===== src/rtl/dma_dev_arbiter.sv =====
// -----------------------------------------------------------------------------
// dma_dev_arbiter
//
// Round-robin arbiter that shares the single device-side port of the DMA
// controller among NUM_DEV peripheral requesters. One requester is granted at
// a time. Its transfer descriptor is latched, a one-cycle rqst pulse is sent to
// the DMA, and the DMA data/ack handshake is routed to the granted device only.
// The grant is released on the DMA end_flag. A watchdog aborts transfers that
// stop making progress.
//
// Handshake semantics:
//   req_rqst[i] is a level request. The device holds it until it sees
//   req_end[i] or req_err[i], and drops it within one cycle of either.
//   Toward the DMA, rqst is a single-cycle pulse. The descriptor
//   (num_words/start_addr/rd_wr) is valid from that pulse until the grant is
//   released. Data moves only in cycles where the ack is high: dev_ack
//   qualifies dev_in (device -> DMA), and dma_ack / req_dma_ack qualifies
//   dev_out / req_dev_out (DMA -> device). end_flag marks the end of the
//   transfer.
//
// Ports:
//   clk, reset       clock, asynchronous active-low reset
//   req_*  (inputs)  per-device request, direction, descriptor, ack, data
//   req_grant        one-hot registered grant
//   req_dma_ack      DMA ack routed to the granted device
//   req_end          DMA end_flag routed to the granted device
//   req_err          one-cycle watchdog-abort pulse to the granted device
//   req_dev_out      DMA data, broadcast to all devices
//   num_words, start_addr, rd_wr, rqst, dev_ack, dev_in
//                    DMA-side request port
//   dma_ack, dev_out, end_flag
//                    DMA-side responses
//   dma_abort        held high for 2 cycles on watchdog expiry; ORed into the
//                    DMA controller reset by the integrator
//   busy             FSM not in IDLE
//   state_dbg        current FSM state encoding
// -----------------------------------------------------------------------------
module dma_dev_arbiter #(
   parameter int NUM_DEV   = 4,
   parameter int ADD_LEN   = 16,
   parameter int DATA_LEN  = 16,
   parameter int TIMEOUT_W = 16
) (
   input  logic                          clk,
   input  logic                          reset,
   input  logic [NUM_DEV-1:0]            req_rqst,
   input  logic [NUM_DEV-1:0]            req_rd_wr,
   input  logic [NUM_DEV*ADD_LEN-1:0]    req_num_words,
   input  logic [NUM_DEV*(ADD_LEN+1)-1:0] req_start_addr,
   input  logic [NUM_DEV-1:0]            req_dev_ack,
   input  logic [NUM_DEV*DATA_LEN-1:0]   req_dev_in,
   output logic [NUM_DEV-1:0]            req_grant,
   output logic [NUM_DEV-1:0]            req_dma_ack,
   output logic [NUM_DEV-1:0]            req_end,
   output logic [NUM_DEV-1:0]            req_err,
   output logic [DATA_LEN-1:0]           req_dev_out,
   output logic [ADD_LEN-1:0]            num_words,
   output logic [ADD_LEN:0]              start_addr,
   output logic                          rd_wr,
   output logic                          rqst,
   output logic                          dev_ack,
   output logic [DATA_LEN-1:0]           dev_in,
   input  logic                          dma_ack,
   input  logic [DATA_LEN-1:0]           dev_out,
   input  logic                          end_flag,
   output logic                          dma_abort,
   output logic                          busy,
   output logic [2:0]                    state_dbg
);

   localparam int IW = (NUM_DEV > 1) ? $clog2(NUM_DEV) : 1;
   localparam logic [IW-1:0] LAST_RST = IW'(NUM_DEV - 1);

   typedef enum logic [2:0] {
      S_WAIT_DMA = 3'd0,
      S_IDLE     = 3'd1,
      S_REQ      = 3'd2,
      S_BUSY     = 3'd3,
      S_RELEASE  = 3'd4,
      S_ABORT    = 3'd5
   } state_t;

   state_t               state;
   logic                 phase;     // second-cycle marker for WAIT_DMA and ABORT
   logic [IW-1:0]        last;      // most recent winner
   logic [TIMEOUT_W-1:0] wdog;

   logic                 win_valid;
   logic [IW-1:0]        win_idx;
   logic [IW-1:0]        cand;

   // Round-robin search starting at last+1. The loop runs from the farthest
   // candidate down to the nearest, so the nearest requesting device is the
   // one left in win_idx.
   always_comb begin
      win_valid = 1'b0;
      win_idx   = '0;
      cand      = '0;
      for (int k = NUM_DEV; k >= 1; k--) begin
         cand = IW'((int'(last) + k) % NUM_DEV);
         if (req_rqst[cand]) begin
            win_valid = 1'b1;
            win_idx   = cand;
         end
      end
   end

   // Routing toward the DMA: only the granted device's ack and data pass.
   always_comb begin
      dev_ack = |(req_dev_ack & req_grant);
      dev_in  = '0;
      for (int i = 0; i < NUM_DEV; i++) begin
         if (req_grant[i]) begin
            dev_in = dev_in | req_dev_in[i*DATA_LEN +: DATA_LEN];
         end
      end
   end

   assign req_dma_ack = req_grant & {NUM_DEV{dma_ack}};
   assign req_end     = req_grant & {NUM_DEV{end_flag}};
   assign req_dev_out = dev_out;
   assign busy        = (state != S_IDLE);
   assign state_dbg   = state;

   always_ff @(posedge clk or negedge reset) begin
      if (!reset) begin
         state      <= S_WAIT_DMA;
         phase      <= 1'b0;
         last       <= LAST_RST;
         wdog       <= '0;
         req_grant  <= '0;
         req_err    <= '0;
         rqst       <= 1'b0;
         dma_abort  <= 1'b0;
         num_words  <= '0;
         start_addr <= '0;
         rd_wr      <= 1'b0;
      end else begin
         req_err <= '0;
         case (state)
            // Give the DMA controller time to leave its own reset state.
            S_WAIT_DMA: begin
               if (phase) begin
                  phase <= 1'b0;
                  state <= S_IDLE;
               end else begin
                  phase <= 1'b1;
               end
            end
            S_IDLE: begin
               if (win_valid) begin
                  state      <= S_REQ;
                  last       <= win_idx;
                  req_grant  <= NUM_DEV'(1) << win_idx;
                  num_words  <= req_num_words[win_idx*ADD_LEN +: ADD_LEN];
                  start_addr <= req_start_addr[win_idx*(ADD_LEN+1) +: ADD_LEN+1];
                  rd_wr      <= req_rd_wr[win_idx];
                  rqst       <= 1'b1;
               end
            end
            S_REQ: begin
               rqst  <= 1'b0;
               wdog  <= '0;
               state <= S_BUSY;
            end
            // end_flag takes priority over a watchdog expiry in the same cycle.
            S_BUSY: begin
               if (end_flag) begin
                  state <= S_RELEASE;
               end else if (&wdog) begin
                  state     <= S_ABORT;
                  req_err   <= req_grant;
                  dma_abort <= 1'b1;
                  phase     <= 1'b0;
               end else if (dma_ack) begin
                  wdog <= '0;
               end else begin
                  wdog <= wdog + 1'b1;
               end
            end
            S_RELEASE: begin
               req_grant <= '0;
               state     <= S_IDLE;
            end
            // The grant is held through the abort so req_err reaches the
            // device that owned the transfer, and it is dropped on exit.
            S_ABORT: begin
               if (phase) begin
                  phase     <= 1'b0;
                  dma_abort <= 1'b0;
                  req_grant <= '0;
                  state     <= S_WAIT_DMA;
               end else begin
                  phase <= 1'b1;
               end
            end
            default: begin
               state <= S_WAIT_DMA;
               phase <= 1'b0;
            end
         endcase
      end
   end

endmodule


===== config.mk =====
export PLATFORM = sky130hd
export DESIGN_NAME = dma_dev_arbiter
export DESIGN_NICKNAME = d
export VERILOG_FILES = /design/src/rtl/dma_dev_arbiter.sv
export SDC_FILE = /design/constraint.sdc
export NUM_CORES = 1
export LEC_CHECK = 0
export BUFFER_PORTS_ARGS = -buffer_cell sky130_fd_sc_hd__buf_2
export CAP_MARGIN = 20
export CELL_PAD_IN_SITES_DETAIL_PLACEMENT = 0
export CELL_PAD_IN_SITES_GLOBAL_PLACEMENT = 2
export CORE_ASPECT_RATIO = 1.75
export CORE_MARGIN = 2
export CORE_UTILIZATION = 19
export CTS_CLUSTER_DIAMETER = 60
export DETAILED_ROUTE_END_ITERATION = 10
export GPL_ROUTABILITY_DRIVEN = 0
export GPL_TIMING_DRIVEN = 0
export PLACE_DENSITY_LB_ADDON = 0.1
export RECOVER_POWER = 25
export SLEW_MARGIN = 20
export SYNTH_ARGS = -nofsm -noshare
export SYNTH_HDL_FRONTEND = slang
export SYNTH_SLANG_ARGS = --single-unit

===== constraint.sdc =====
create_clock -name clk -period 1.8 [get_ports clk]
set_input_delay 0.09 -clock clk [delete_from_list [all_inputs] [get_ports clk]]
set_output_delay 0.09 -clock clk [all_outputs]
set_load 0.02 [all_outputs]

# Word level (Yosys, flattened, before mapping)
# Index checks and enable logic that the tools add are counted.
dict set report totals {
  reg_bits 66
  word_cells 109
  out_inout_bits 89
}
dict set report classes {
  mul 1
  muxes 48
  bitwise 7
  order_cmp 5
  n_shift 3
  n_reduce_logical 16
  add_sub_neg 5
  eq_ne 13
}
# cell n
set ops {}
lappend ops {{2-to-1 mux 16 bit} 7}
lappend ops {{variable part select 68 x 8 -> 17 bit} 1}
lappend ops {{variable part select 64 x 7 -> 16 bit} 1}
lappend ops {{bitwise OR 16 bit} 3}
lappend ops {{one-hot mux 16 bit (2 select lines)} 1}
lappend ops {{2-to-1 mux 4 bit} 5}
lappend ops {{one-hot mux 3 bit (6 select lines)} 1}
lappend ops {{adder 16 x 1 -> 16 bit (second input constant)} 1}
lappend ops {{2-to-1 mux 1 bit} 16}
lappend ops {{AND reduction 16 bit} 1}
lappend ops {{< comparator 2 x 3 -> 1 bit (second input constant)} 5}
lappend ops {{2-to-1 mux 3 bit} 5}
lappend ops {{bitwise AND 4 bit} 3}
lappend ops {{inequality test 2 bit (second input constant)} 6}
lappend ops {{one-hot mux 4 bit (3 select lines)} 1}
lappend ops {{binary-select mux 1 bit (select 2 bit)} 5}
lappend ops {{AND reduction 3 bit} 3}
lappend ops {{2-to-1 mux 2 bit} 4}
lappend ops {{AND reduction 4 bit} 2}
lappend ops {{multiplier 2 x 5 -> 7 bit (second input constant)} 1}
lappend ops {{equality test 3 x 2 -> 1 bit (second input constant)} 2}
lappend ops {{equality test 3 bit (second input constant)} 2}
lappend ops {{nonzero test 2 bit} 3}
lappend ops {{adder 2 x 1 -> 2 bit (second input constant)} 2}
lappend ops {{other kinds (14)} 17}

# Logic depth before layout (Yosys ltp)
# Gate-level depths: netlist of the first run.
dict set report depth {
  ltp_word 10
  ltp_mapped 8
  mapped_depth_nobuf 6
}

# Least setup slack after synthesis of the first run
# Ideal clock, no wire load.
dict set report synth_timing {
  kind {register to register}
  from {register state[1] (netlist: state_dbg[1])}
  to {register num_words[10]}
  stages_incl_launch_ff 6
  slack_ns -0.178
  arrival_time_ns 1.848
  synth_period_minus_slack_ns 1.978
  path_buffers 2
  setup_ns 0.130
  path_cell_list {dfrtp_1 buf_2 or3_1 nor3_2 buf_2 a211oi_1}
}
dict set report synth_via {
  elab_chain_len 2
}
# item line
set synth_lines {}
lappend synth_lines {{start: declaration} 83} ;# state_t state;
lappend synth_lines {{start signal: assignment} 127} ;# state <= S_WAIT_DMA;
lappend synth_lines {{start signal: assignment} 145} ;# state <= S_IDLE;
lappend synth_lines {{start signal: assignment} 152} ;# state <= S_REQ;
lappend synth_lines {{equality test 3 x 1 -> 1 bit} 140} ;# case (state)
lappend synth_lines {{AND reduction 2 bit (no line)} n/a}
lappend synth_lines {{end signal: assignment} 155} ;# num_words <= req_num_words[win_idx*ADD_LEN +: ADD_LEN];
lappend synth_lines {{end: declaration} 57} ;# output logic [ADD_LEN-1:0] num_words,
# No other way between the ends.
# A chain may end at the register's enable or synchronous reset.

# Worst setup path after layout of the first run
dict set report layout_timing {
  from {register wdog[13]}
  to {register wdog[9]}
}
dict set report layout_via {
  elab_chain_len 3
}
# item line
set layout_lines {}
lappend layout_lines {{start: declaration} 86} ;# logic [TIMEOUT_W-1:0] wdog;
lappend layout_lines {{start signal: assignment} 178} ;# wdog <= wdog + 1'b1;
lappend layout_lines {{AND reduction 16 bit} 170} ;# end else if (&wdog) begin
lappend layout_lines {{inequality test 2 bit (no line)} n/a}
lappend layout_lines {{AND reduction 3 bit (no line)} n/a}
# No other way between the ends.

==> results of run 1 <==
[metal layers]
layer / vias up / wire length [µm] / share of wire (%) / GRT usage, %
met5: - / 11 / 0.052 / 0
met4: 2 / 411 / 1.9 / 4.875
met3: 21 / 1492 / 7.0 / 3.794
met2: 215 / 11850 / 56 / 32.00
met1: 2606 / 7402 / 35 / 16.10
li1: 2700 / - / - / -
[logic make-up (layout without fill, tap and decap cells)]
kind of cell | after synthesis | in the layout | share of synthesized area [%]
flops | 66 | 66 | 36.20
buf+inv | 103 | 457 | 11.28
fa+ha+maj | 1 | 1 | 0.2738
simple gates | 146 | 146 | 15.25
mux | 34 | 34 | 7.448
compound gates | 195 | 195 | 29.16
other cells | 0 | 1 | 0
xor+xnor | 2 | 2 | 0.3834
[sequential cells by signal, summed over array words and instances (netlist names)]
signal and flops:
dma_abort 1, wdog 16, start_addr 17, req_err 4, rqst 1, rd_wr 1
last 2, num_words 16, state_dbg 3, req_grant 4, phase 1
[how the worst min path moves through the flow]
stage | start | cells after the start | slack, ps | to
6_report | req_num_words[47] | 3 | 60 | num_words[15]$_DFFE_PN0P_
5_1_grt | req_start_addr[50] | 3 | 100 | start_addr[16]$_DFFE_PN0P_
4_1_cts | req_start_addr[20] | 3 | 80 | start_addr[3]$_DFFE_PN0P_
3_5_place_dp | reset | 1 | 40 | state_dbg[2]$_DFFE_PN0P_
3_3_place_gp | dev_out[0] | 2 | 400 | req_dev_out[0]
2_1_floorplan | reset | 0 | -210 | dma_abort$_DFFE_PN0P_
[synthesized netlist by cell type (4+ instances only)]
library cell   n  area, µm²
dfrtp_1       64       1602
buf_2         13      65.06
and2_1        10      62.56
inv_1         43      161.4
mux2i_1       34      340.3
nand2_1       33      123.9
o21ai_0       31      155.2
clkbuf_1      22      82.58
a31oi_1       38      237.7
nand3_1       10      50.05
buf_6          6      67.56
buf_4         18      135.1
a211oi_1      69      518.0
nor3_1         4      20.02
a22oi_1       34      255.2
nor2_1        55      206.5
nand4_1        6      37.54
a21oi_1        7      35.03
nor4_1         9      56.30
[report_power, final]
part           leakage (nW)  total (mW)  switching, mW  internal [mW]
registers             0.792        2.36          0.335           2.03
logic                  2.72        7.64           4.26           3.38
clock network         0.151        1.94          0.726           1.21
total                  3.66        11.9           5.32           6.62
[stage by stage]
stage               utilization (%)  total power [mW]
floorplan                         -             5.983
global placement              27.14             7.992
detailed placement            27.27             8.046
CTS                           31.81             11.48
global route                  33.51             12.79
finish                        33.51             11.94
[cell type report]
type                    count  share of cell area, %
diodes                      1                0.03133
flip-flops and latches     66                  20.79
repair buffers            342                  24.42
clock inverters             7                  1.175
plain buffers              56                  6.344
inverters                  43                  2.021
multi-input cells         378                  37.58
well taps                 308                  4.825
clock buffers               9                  2.820
[repair_timing]
item,CTS,global route
setup endpoints to repair,57,68
pin swaps,21,30
gates resized for setup,113,116
endpoints found under the hold margin,21,0
buffers inserted,24,9
gates cloned,4,3
hold buffers,1,0
[worst max-delay path: stages, from the launching register on]
cell and delay, ps:
dfrtp_2 430, nand3_1 150, or4_4 610, a21oi_4 250
buf_4 150, buf_6 90, o21ai_2 40, o21ai_1 70
==> out/metrics.csv, run 1 <==
stage,metric,value,unit
run_status,status,"finished, violations left",
run_status,violations,negative setup slack,
synth,synthCells,547,
finish,layout_commonest_cell,buf_2,
synth,synth-seq-cells,66,
grt,grt_max_degree,46,
detailed_routing,routedWlPerCell,17.49,µm
sta,rsz0062_at_grt,true,
clocking,cts_sinks,66,
synth,synth_cell_types,44,
sta,final.setup.tns,-1032,ps
clocking,cts_max_level,3,
clocking,clk_pin_slew,60,ps
worst_setup_path,crit_fanout,7,
clocking,cts_buffers,9,
floorplan,die_h,209.2,µm
worst_setup_path,cp.arrival,2120,ps
grt,globalRouteOverflowTotal,0,
power,p_leak,3.663,nW
sta,slew_violations,0,
sta,setup_viol,37,
synth,ys_warn_count,0,
finish,num-fill-cells,2602,
synth,syn-num-nets,776,
synth,synth_edf_count,0,
placement,dpl_cell_area,0.006500,mm²
placement,dp_cells,1156,
sta,skew,5.459,ps
floorplan,pin_count,317,
finish,multiInputGateArea,0.003002,mm²
worst_setup_path,crit_start,wdog[13]$_DFFE_PN0P_,
sta,hold_violations,0,
sta,fin_crit,1861,ps
power,vdd_drop_max,615.8,µV
power,power.density,1495,mW/mm²
worst_setup_path,endpoint,wdog[9]$_DFFE_PN0P_,
worst_setup_path,timing.reg2reg.setup_slack,-60,ps
worst_setup_path,critPathCaptureType,flop,
floorplan,rows,75,
hold_path,holdCritPathClass,primary input to flop,
clocking,clockBufferDepth,2,
synth,async_flop_share,100.0,%
finish,final_cells,1210,
detailed_routing,ant_nets,0,
detailed_routing,via_per_inst,4.582,
grt,antenna_found_initial,2,
sta,final.setup.worst_slack,-61.44,ps
synth,avgSynthCellArea,8.354,µm²
clocking,root_buffer,clkbuf_16,
finish,drive_above_1_share,55.83,%
sta,holdWs,60.09,ps
synth,syn_area,0.004569,mm²
placement,pre_cts_ws,-496.4,ps
floorplan,start_util,19.17,%
detailed_routing,vias,5544,
sta,timing.fmax,0.5372,GHz
sta,tightest_slew,840.3,ps
synth,ys_seq_area_share,36.20,%
worst_setup_path,startpoint_type,flop,
worst_setup_path,r2r_cells,7,
detailed_routing,dr.first_iter.drc_count,167,
worst_setup_path,r2r-start,wdog[13]$_DFFE_PN0P_,
grt,gr-usage-all-layers,16.14,%
finish,layout.nets,1125,
grt,grt_pass1_wl,31570,µm
finish,final_cell_mix,"buf_2, dfrtp_1, nor2_1, buf_4, inv_1",
placement,dp_hpwl,16170,µm
sta,slew_headroom,43.51,%
floorplan,core_area,0.02384,mm²
finish,regArea,0.001660,mm²
worst_setup_path,path_class,flop to flop,
detailed_routing,dr.pass1.iters,4,
detailed_routing,wirelength,21170,µm
worst_setup_path,crit_required,2060,ps
clocking,tritoncts,yes,
worst_setup_path,timing.rr.end,wdog[9]$_DFFE_PN0P_,
floorplan,dieArea,0.02536,mm²
finish,area_growth,74.81,%
sta,period_share,103.4,%
detailed_routing,drc,0,
synth,ys.flop_type,dfrtp_1,
placement,port-buffer-count,300,
finish,fin_area,0.007988,mm²
floorplan,die_x,121.2,µm
clocking,clk_latency,340,ps
flow_run,max_cap_violations,0,
grt,grt_pass1_vias,5910,
No activity file was read; power rests on OpenSTA's default activity.
==> run 2: changes to the inputs <==
Settings changed: MAX_ROUTING_LAYER set to met4, TNS_END_PERCENT set to 10.
==> run 2 against run 1 <==
Compared with the run above: the flow still finishes with violations (negative setup slack); sequential power about the same; register-to-register slack got worse by 50 ps; critical path depth increased by 1; worst hold slack improved by 8.1 ps; critical path type unchanged; via count decreased by 1.3%; maximum frequency decreased by 2.6%; combinational power decreased by 7.2%; final cell count decreased by 0.50%; utilization decreased by 1.3 points; total power decreased by 4.6%; first-iteration DRC count increased by 4.2%; largest cell class unchanged.
==> out/metrics.csv, run 2 (synthesized netlist as in run 1, its figures left out) <==
stage,metric,value,unit,change
run_status,status,"finished, violations left",,unchanged
run_status,violations,negative setup slack,,unchanged
detailed_routing,dr.first_iter.drc_count,174,,was 167
finish,num-fill-cells,2644,,was 2602
power,internal_power,6.312,mW,was 6.619 mW
floorplan,pin_count,317,,unchanged
power,power.density,1485,mW/mm²,was 1495 mW/mm²
power,sequentialPowerShare,20.7,%,was 19.8%
worst_setup_path,crit_fanout,6,,was 7
power,p_leak,3.575,nW,was 3.663 nW
floorplan,rows,75,,unchanged
power,power_frac_comb,62.3,%,was 64.0%
worst_setup_path,cp.arrival,2130,ps,was 2120 ps
finish,largestRegisters,"start_addr x17, num_words x16, wdog x16",,unchanged
sta,fin_crit,1912,ps,was 1861 ps
worst_setup_path,crit_required,2020,ps,was 2060 ps
hold_path,hold_depth,3,,unchanged
placement,pre_cts_ws,-496.4,ps,unchanged
sta,final.setup.tns,-3513,ps,was -1032 ps
worst_setup_path,path_class,flop to flop,,unchanged
clocking,cts_sinks,66,,unchanged
clocking,tritoncts,yes,,unchanged
sta,period_share,106.2,%,was 103.4%
finish,layout.nets,1118,,was 1125
placement,port-buffer-count,300,,unchanged
grt,busiest_layer,met2,,unchanged
clocking,clk_pin_slew,60,ps,about the same
detailed_routing,drc,0,,unchanged
power,clockPowerShare,17.0,%,was 16.2%
detailed_routing,wirelength,20770,µm,was 21170 µm
worst_setup_path,critPathCaptureType,flop,,unchanged
grt,use_met2,31.73,%,was 32.00%
floorplan,die_x,121.2,µm,unchanged
sta,tightest_slew,848.0,ps,was 840.3 ps
placement,dp_hpwl,16170,µm,unchanged
finish,largest_reg_flops,17,,unchanged
grt,grt_use_met1,16.33,%,was 16.10%
floorplan,core_area,0.02384,mm²,unchanged
worst_setup_path,timing.rr.end,num_words[4]$_DFFE_PN0P_,,was wdog[9]$_DFFE_PN0P_
grt,grt_pass1_wl,31240,µm,was 31570 µm
finish,regArea,0.001659,mm²,was 0.001660 mm²
hold_path,hp-start,req_num_words[36],,was req_num_words[47]
grt,grt_use_met3,3.275,%,was 3.794%
sta,timing.fmax,0.5231,GHz,was 0.5372 GHz
sta,slew_violations,0,,unchanged
power,p_total,11.39,mW,was 11.94 mW
clocking,clockBufferDepth,2,,unchanged
grt,antenna_found_initial,2,,unchanged
grt,globalRouteOverflowTotal,0,,unchanged
sta,setup_viol,50,,was 37
detailed_routing,routedWlPerCell,17.25,µm,was 17.49 µm
power,vdd_drop_max,547.5,µV,was 615.8 µV
finish,post-route-util,32.17,%,was 33.51%
clocking,root_buffer,clkbuf_16,,unchanged
detailed_routing,dr.pass1.iters,4,,unchanged
finish,top_register,start_addr,,unchanged
finish,area_growth,67.83,%,was 74.81%
clocking,cts_buffers,9,,unchanged
sta,slew_headroom,43.00,%,was 43.51%
grt,grt_max_degree,46,,unchanged
worst_setup_path,timing.reg2reg.setup_slack,-110,ps,was -60 ps
grt,grt_pass1_vias,5866,,was 5910
flow_run,max_cap_violations,0,,unchanged
finish,layout_commonest_cell,buf_2,,unchanged
worst_setup_path,startpoint_type,flop,,unchanged
worst_setup_path,r2r-start,last[0]$_DFFE_PN1P_,,was wdog[13]$_DFFE_PN0P_
floorplan,dieArea,0.02536,mm²,unchanged
sta,final.setup.worst_slack,-111.7,ps,was -61.44 ps
worst_setup_path,crit_start,last[0]$_DFFE_PN1P_,,was wdog[13]$_DFFE_PN0P_
power,power_switching,5.079,mW,was 5.320 mW
worst_setup_path,r2r_cells,8,,was 7
detailed_routing,vias,5470,,was 5544
finish,multiInputGateArea,0.002823,mm²,was 0.003002 mm²
clocking,clk_latency,340,ps,about the same
finish,final_cells,1204,,was 1210
grt,gr-usage-all-layers,16.50,%,was 16.14%
hold_path,holdCritPathClass,primary input to flop,,unchanged
finish,drive_above_1_share,51.01,%,was 55.83%
finish,final_cell_mix,"buf_2, dfrtp_1, nor2_1, buf_4, a211oi_1",,"was buf_2, dfrtp_1, nor2_1, buf_4, inv_1"
sta,hold_violations,0,,unchanged
power,p_sw_share,44.59,%,was 44.56%
sta,skew,5.616,ps,was 5.459 ps
hold_path,holdPathEnd,num_words[4]$_DFFE_PN0P_,,was num_words[15]$_DFFE_PN0P_
clocking,cts_max_level,3,,unchanged
detailed_routing,ant_nets,0,,unchanged
detailed_routing,via_per_inst,4.543,,was 4.582
placement,dp_cells,1156,,unchanged
sta,rsz0062_at_grt,true,,unchanged
floorplan,die_h,209.2,µm,unchanged
floorplan,start_util,19.17,%,unchanged
## run 2: cell types whose count changed in the layout (fill, tap and decap cells not counted), sizes merged
| cell | before | now |
|---|---|---|
| diode | 1 | 2 |
| buf | 358 | 349 |
| clkbuf | 48 | 49 |
| bufbuf | 0 | 1 |
## run 2: timing repair
item                                    in CTS  in global routing
gates cloned                                 4                  1
hold buffers                                 1                  0
buffers inserted                            19                  6
pin swaps                                   25                 10
resized for setup                          103                 50
endpoints found under the setup margin      57                 67
endpoints found under the hold margin       21                  0
## run 2: stage by stage
step / area [µm²] / hold slack, ps
2_1_floorplan: 4583 / -205.6
3_3_place_gp: 6470 / 400.2
3_5_place_dp: 6500 / 39.04
4_1_cts: 7493 / 79.77
5_1_grt: 7669 / 101.4
6_report: 7669 / 68.17
## run 2: final cells by class
| cell class | count | area share, % |
|---|---|---|
| multi-input combinational | 378 | 36.81 |
| timing repair buffer | 332 | 23.82 |
| sequential | 66 | 21.63 |
| buffer | 59 | 6.380 |
| tap | 308 | 5.025 |
| clock buffer | 9 | 2.937 |
| inverter | 43 | 2.105 |
| clock inverter | 7 | 1.224 |
| antenna | 2 | 0.06526 |
## run 2: power groups by stage
| stage | registers, mW | clock network [mW] | logic, mW |
|---|---|---|---|
| global placement | 2.38 | 0 | 5.61 |
| finish | 2.36 | 1.94 | 7.09 |
| CTS | 2.37 | 1.98 | 6.94 |
| detailed placement | 2.38 | 0 | 5.66 |
| floorplan | 2.88 | 0 | 3.10 |
| global route | 2.45 | 2.06 | 7.73 |
## run 2: metal layers
metal,vias to the layer above,wire length [µm]
met5,-,0
met4,0,382
met3,15,1268
met2,208,11680
met1,2565,7438
li1,2682,-
## run 2: worst max path at each step
stage                                             to  slack [ps]  cells after the start
after floorplan                 wdog[10]$_DFFE_PN0P_         0.8                      7
after global placement      num_words[4]$_DFFE_PN0P_        -440                      7
after detailed placement    num_words[4]$_DFFE_PN0P_        -500                      7
after CTS                 start_addr[14]$_DFFE_PN0P_        -140                      8
after global routing            wdog[15]$_DFFE_PN0P_        -210                      8
final                       num_words[4]$_DFFE_PN0P_        -110                      8
## run 2: worst max-delay path, stage by stage (launching register included)
cell and delay, ps:
dfstp_2 570, nand2b_4 130, a21o_1 110, buf_6 110
and3_4 220, buf_12 150, buf_12 140, mux2i_4 260
a211oi_2 90
